==> src/rtl/if_id_stage_if.sv <==
// rtl/if_id_stage_if.sv - instruction-memory bus between the fetch stage and imem
interface if_id_stage_if;
   logic [31:0] imem_addr;
   logic [31:0] imem_rdata;

   // fetch stage drives the address, memory returns the word in the same cycle
   modport master (output imem_addr, input imem_rdata);
   modport slave  (input imem_addr, output imem_rdata);
endinterface

==> src/rtl/if_id_stage.sv <==
// rtl/if_id_stage.sv - fetch stage + IF/ID register with pre-decode (optional macro IF_PERF_COUNTER_EN)
module if_id_stage #(
   parameter logic [31:0] RESET_PC  = 32'h0000_0000,
   parameter logic [31:0] NOP_INSTR = 32'h0000_0013
) (
   input  logic        clk,
   input  logic        rst,
   input  logic        stall,
   input  logic        branch_taken,
   input  logic [31:0] branch_target,
   if_id_stage_if.master imem,
   output logic [31:0] IF_ID_pc,
   output logic [31:0] IF_ID_pc_plus4,
   output logic [31:0] IF_ID_instr,
   output logic        IF_ID_valid,
   output logic [4:0]  IF_ID_rs1,
   output logic [4:0]  IF_ID_rs2,
   output logic        IF_ID_is_Branch
`ifdef IF_PERF_COUNTER_EN
   ,
   output logic [31:0] perf_stall_cnt,
   output logic [31:0] perf_flush_cnt
`endif
);

   localparam logic [6:0] OPC_BRANCH = 7'b1100011;
   localparam logic [6:0] OPC_JALR   = 7'b1100111;

   logic [31:0] pc;
   logic [6:0]  opcode;

   // a redirect only takes effect when the pipeline is not frozen
   logic        do_redirect;
   assign do_redirect = !stall && branch_taken;

   // PC register: stall holds, redirect loads word-aligned target, otherwise sequential
   always_ff @(posedge clk) begin
      if (rst) begin
         pc <= RESET_PC;
      end else if (!stall) begin
         if (branch_taken) begin
            pc <= {branch_target[31:2], 2'b00};
         end else begin
            pc <= pc + 32'd4;
         end
      end
   end

   // IF/ID register: redirect squashes the wrong-path fetch into a bubble
   always_ff @(posedge clk) begin
      if (rst) begin
         IF_ID_pc    <= RESET_PC;
         IF_ID_instr <= NOP_INSTR;
         IF_ID_valid <= 1'b0;
      end else if (!stall) begin
         IF_ID_pc <= pc;
         if (branch_taken) begin
            IF_ID_instr <= NOP_INSTR;
            IF_ID_valid <= 1'b0;
         end else begin
            IF_ID_instr <= imem.imem_rdata;
            IF_ID_valid <= 1'b1;
         end
      end
   end

   assign imem.imem_addr = pc;

   // pre-decode looks only at registered state, so it is stable all cycle
   assign opcode          = IF_ID_instr[6:0];
   assign IF_ID_pc_plus4  = IF_ID_pc + 32'd4;
   assign IF_ID_rs1       = IF_ID_instr[19:15];
   assign IF_ID_rs2       = IF_ID_instr[24:20];
   assign IF_ID_is_Branch = IF_ID_valid && ((opcode == OPC_BRANCH) || (opcode == OPC_JALR));

`ifdef IF_PERF_COUNTER_EN
   // saturating event counters for stall cycles and taken redirects
   always_ff @(posedge clk) begin
      if (rst) begin
         perf_stall_cnt <= 32'd0;
         perf_flush_cnt <= 32'd0;
      end else begin
         if (stall && (perf_stall_cnt != 32'hFFFF_FFFF)) begin
            perf_stall_cnt <= perf_stall_cnt + 32'd1;
         end
         if (do_redirect && (perf_flush_cnt != 32'hFFFF_FFFF)) begin
            perf_flush_cnt <= perf_flush_cnt + 32'd1;
         end
      end
   end
`else
   logic unused_redirect;
   assign unused_redirect = do_redirect;
`endif

endmodule

==> src/flat_wrapper.sv <==
// flat-port wrapper written by rule: the top's interface ports become plain ports
module if_id_stage_flat 
#(
   parameter logic [31:0] RESET_PC  = 32'h0000_0000,
   parameter logic [31:0] NOP_INSTR = 32'h0000_0013
)
  (clk, rst, stall, branch_taken, branch_target, IF_ID_pc, IF_ID_pc_plus4, IF_ID_instr, IF_ID_valid, IF_ID_rs1, IF_ID_rs2, IF_ID_is_Branch, imem_imem_addr, imem_imem_rdata);
  if_id_stage_if imem_i ();
  input  logic clk;
  input  logic rst;
  input  logic stall;
  input  logic branch_taken;
  input  logic [31:0] branch_target;
  output logic [31:0] IF_ID_pc;
  output logic [31:0] IF_ID_pc_plus4;
  output logic [31:0] IF_ID_instr;
  output logic IF_ID_valid;
  output logic [4:0] IF_ID_rs1;
  output logic [4:0] IF_ID_rs2;
  output logic IF_ID_is_Branch;
  output wire logic [$bits(imem_i.imem_addr)-1:0] imem_imem_addr;
  input wire logic [$bits(imem_i.imem_rdata)-1:0] imem_imem_rdata;
  assign imem_imem_addr = imem_i.imem_addr;
  assign imem_i.imem_rdata = imem_imem_rdata;
  if_id_stage #(.RESET_PC(RESET_PC), .NOP_INSTR(NOP_INSTR)) u_core (.clk(clk), .rst(rst), .stall(stall), .branch_taken(branch_taken), .branch_target(branch_target), .imem(imem_i), .IF_ID_pc(IF_ID_pc), .IF_ID_pc_plus4(IF_ID_pc_plus4), .IF_ID_instr(IF_ID_instr), .IF_ID_valid(IF_ID_valid), .IF_ID_rs1(IF_ID_rs1), .IF_ID_rs2(IF_ID_rs2), .IF_ID_is_Branch(IF_ID_is_Branch));
endmodule
==> config.mk <==
export PLATFORM = sky130hd
export DESIGN_NAME = if_id_stage_flat
export DESIGN_NICKNAME = d
export VERILOG_FILES = /design/src/rtl/if_id_stage_if.sv /design/src/rtl/if_id_stage.sv /design/src/flat_wrapper.sv
export SDC_FILE = /design/constraint.sdc
export NUM_CORES = 1
export LEC_CHECK = 0
export ABC_AREA = 1
export BUFFER_PORTS_ARGS = -buffer_cell sky130_fd_sc_hd__buf_2
export CAP_MARGIN = 0
export CORE_MARGIN = 2
export CORE_UTILIZATION = 31
export CTS_BUF_LIST = sky130_fd_sc_hd__clkbuf_8
export DETAILED_ROUTE_END_ITERATION = 16
export PLACE_DENSITY = 0.65
export SYNTH_ARGS = -nofsm -noshare
export SYNTH_HDL_FRONTEND = slang
export SYNTH_SLANG_ARGS = --single-unit
==> constraint.sdc <==
create_clock -name clk -period 2.2 [get_ports clk]
set_input_delay 0 -clock clk [delete_from_list [all_inputs] [get_ports clk]]
set_output_delay 0 -clock clk [all_outputs]
set_load 0.01 [all_outputs]
==> results.yml <==
detailed_routing:
  drtAntennaViolNets: 0
  via_per_inst: 4.71
  drc: 0
  num_vias: 5677
  drt_wl_total_mm: 17.2
  wl_per_cell_um: 14.2
  firstDrtPassIters: 6
  first_iter_violations: 363
clocking:
  cts_setup_buffers: 0
  cts-root-buf: "clkbuf_8"
  numCtsBuffers: 9
  cts_tree: "built"
  clk_latency_ns: 0.37
  cts_max_level: 3
  clock_sinks: 93
  clk_pin_slew_ns: 0.09
  cts_max_path_buffers: 2
grt:
  antenna_found_initial: 0
  grt_max_degree: 75
  grt_overflow: 0
  grt_pass1_wl_mm: 27.0
  grt_pass1_vias: 5287
  grt_usage: 0.191
sta:
  max_slew_margin: 0.548
  fin_crit_sh: 0.909
  tns_ns: 0
  fmax_mhz: 500
  grt_setup_unrepaired: "no"
  final_hold_viol_count: 0
  skew_ns: 0.00906
  tightest_slew_ns: 0.678
  setup_viol: 0
  finalMaxSlewViolations: 0
  finalCriticalPeriod_ns: 2.00
floorplan:
  row_count: 46
  chipHeight_um: 132
  coreArea_mm2: 0.0160
  initial_core_util: 0.320
  die-width_um: 132
  die_area_mm2: 0.0176
  ios: 208
final_layout:
  area_delta_synth_final_pct: 37.4
  layout.cells.non_filler: 1206
  postLayoutCoreUtil: 0.440
  n_antenna_cell: 0
  fin_nets: 1056
  drive_above_1_share: 0.262
status:
  status: "completed"
placement:
  dp_cells: 1129
  port_buffers: 199
  gp_congestion: 0.869
  dp_hpwl_mm: 12.1
synth:
  synthCells: 753
  yosysTopAreaCellShare: 0.364
  yosysMostFrequentCell: "nand2_1"
  synth_area_leaders: "dfxtp_1 (36%), nand2_1 (13%), a21oi_1 (10%)"
  synthArstFlopShare: 0
  synth_seq_cells: 93
  ys.warnings.count: 0
  synth_common_cells: "nand2_1 (183), a21oi_1 (106), dfxtp_1 (93), o21ai_0 (62), inv_1 (57)"
  yosysUniqueCellTypes: 36
  dominantRegCellSynth: "dfxtp_1"
  syn_area_mm2: 0.00512
  yosysTopAreaCell: "dfxtp_1"
  postSynthAreaPerCell_um2: 6.80
  synth-seq-area-share: 0.364
  synth_edf_count: 0
worst_hold_path:
  hp-start: "stall"
  hp-class: "in -> reg"
pwr:
  p_sw_w: 0.00115
  seq_power_share: 0.493
  leakage_nw: 3.13
  p_clk_frac: 0.323
  powerDensity_mw_per_mm2: 552
  power_frac_comb: 0.183
  p_int_w: 0.00274
  ir_worst_vdd_mv: 0.257
  switching_share: 0.296
worst_setup_path:
  setup.worst_path.class: "reg -> out"
  cp-startpoint: "u_core.IF_ID_pc[2]"
  cp_data_required_time_ns: 2.20
  crit_arrival_ns: 2.00
  end_kind: "output port"
  worstSetupStartpointType: "register"
  cp_max_fo: 4
  critical_path.reg2reg.startpoint: "u_core.imem.imem_addr[2]"
flow_run:
  max_cap_violations: 0
==> power by group through the flow <==
stage | registers, W | logic, W | clock network [W]
finish | 0.00192 | 0.000712 | 0.00126
CTS | 0.00191 | 0.000709 | 0.00129
global placement | 0.00195 | 0.000619 | 0
floorplan | 0.00196 | 0.000325 | 0
global route | 0.00194 | 0.000789 | 0.00136
detailed placement | 0.00195 | 0.000622 | 0
==> per-stage QoR <==
step	area (um^2)	hold slack (ns)	setup slack [ns]	total power (W)
2_1_floorplan	5140	0.129	0.738	0.00229
3_3_place_gp	6200	0.215	0.596	0.00257
3_5_place_dp	6200	0.220	0.571	0.00258
4_1_cts	7030	0.0859	0.148	0.00391
5_1_grt	7030	0.106	0.0218	0.00409
6_report	7030	0.0877	0.200	0.00388
==> routing by layer <==
layer / up-vias / track usage / wire length, um
li1: 2935 / - / -
met1: 2531 / 0.250 / 7720
met2: 184 / 0.307 / 7910
met3: 27 / 0.0460 / 1110
met4: 0 / 0.0681 / 413
met5: - / 0 / 0
==> critical path, stage by stage, from the launching register on <==
cell and delay [ns]:
dfxtp_1 0.39, ha_1 0.21, nand2_2 0.08, inv_1 0.10, nand2_2 0.09, inv_2 0.07, nand2_2 0.10, nor3_4 0.22
xor2_1 0.20, buf_2 0.16
==> final cells by class <==
cell class                 count  area, um^2
clock inverter                 6        88.8
timing repair buffer         269        1680
clock buffer                   9         124
multi-input combinational    554        2790
inverter                      59         221
tap                          216         270
fill                        1708        8970
sequential                    93        1860
==> registers in the layout (all words and copies together), names as in the netlist <==
| signal | cells |
|---|---|
| u_core.IF_ID_instr | 32 |
| u_core.IF_ID_pc | 30 |
| u_core.IF_ID_valid | 1 |
| u_core.imem.imem_addr | 30 |
==> kinds of logic (layout without fill, tap and decap cells) <==
group,count (synthesis),count (layout),synth area share
AOI/OAI and AO/OA,181,181,0.182
xor gates and xnor gates,28,28,0.0479
adders and majority gates,2,2,0.00489
buffers and inverters,111,343,0.0954
DFF,93,93,0.364
other,1,6,0.000733
and+or+nand+nor,337,337,0.305
==> worst paths after layout <==
check | slack, ns | to | cells after the start
hold / removal | 0.09 | u_core.IF_ID_valid | 4
setup reg to reg | 0.61 | u_core.imem.imem_addr[22] | 9
hold reg to reg | 0.47 | u_core.IF_ID_instr[27] | 2
setup / recovery | 0.20 | IF_ID_pc_plus4[12] | 9
==> cells in the final DEF (no fill, tap or decap), types with 3 or more instances in the layout <==
cell	count
clkbuf_8	9
nor2_2	6
buf_2	199
o21ai_0	62
a21oi_1	106
nand2_1	183
dlygate4sd3_1	62
xor2_1	20
nor2_4	10
nor3_2	3
xnor2_1	8
nand2_2	7
o22ai_1	3
conb_1	6
dfxtp_1	92
or2_2	3
nor2_1	44
nand4_1	5
nand3b_1	3
nor3_1	18
inv_1	57
a31oi_1	3
nand3_1	46
buf_4	8
==> timing repair <==
item | 4_1_cts | 5_1_grt
setup endpoints to repair | 0 | 1
endpoints found under the hold margin | 62 | 0
resized for setup | 0 | 1
hold buffers | 62 | 0
Power figures use the tool's default switching activity.
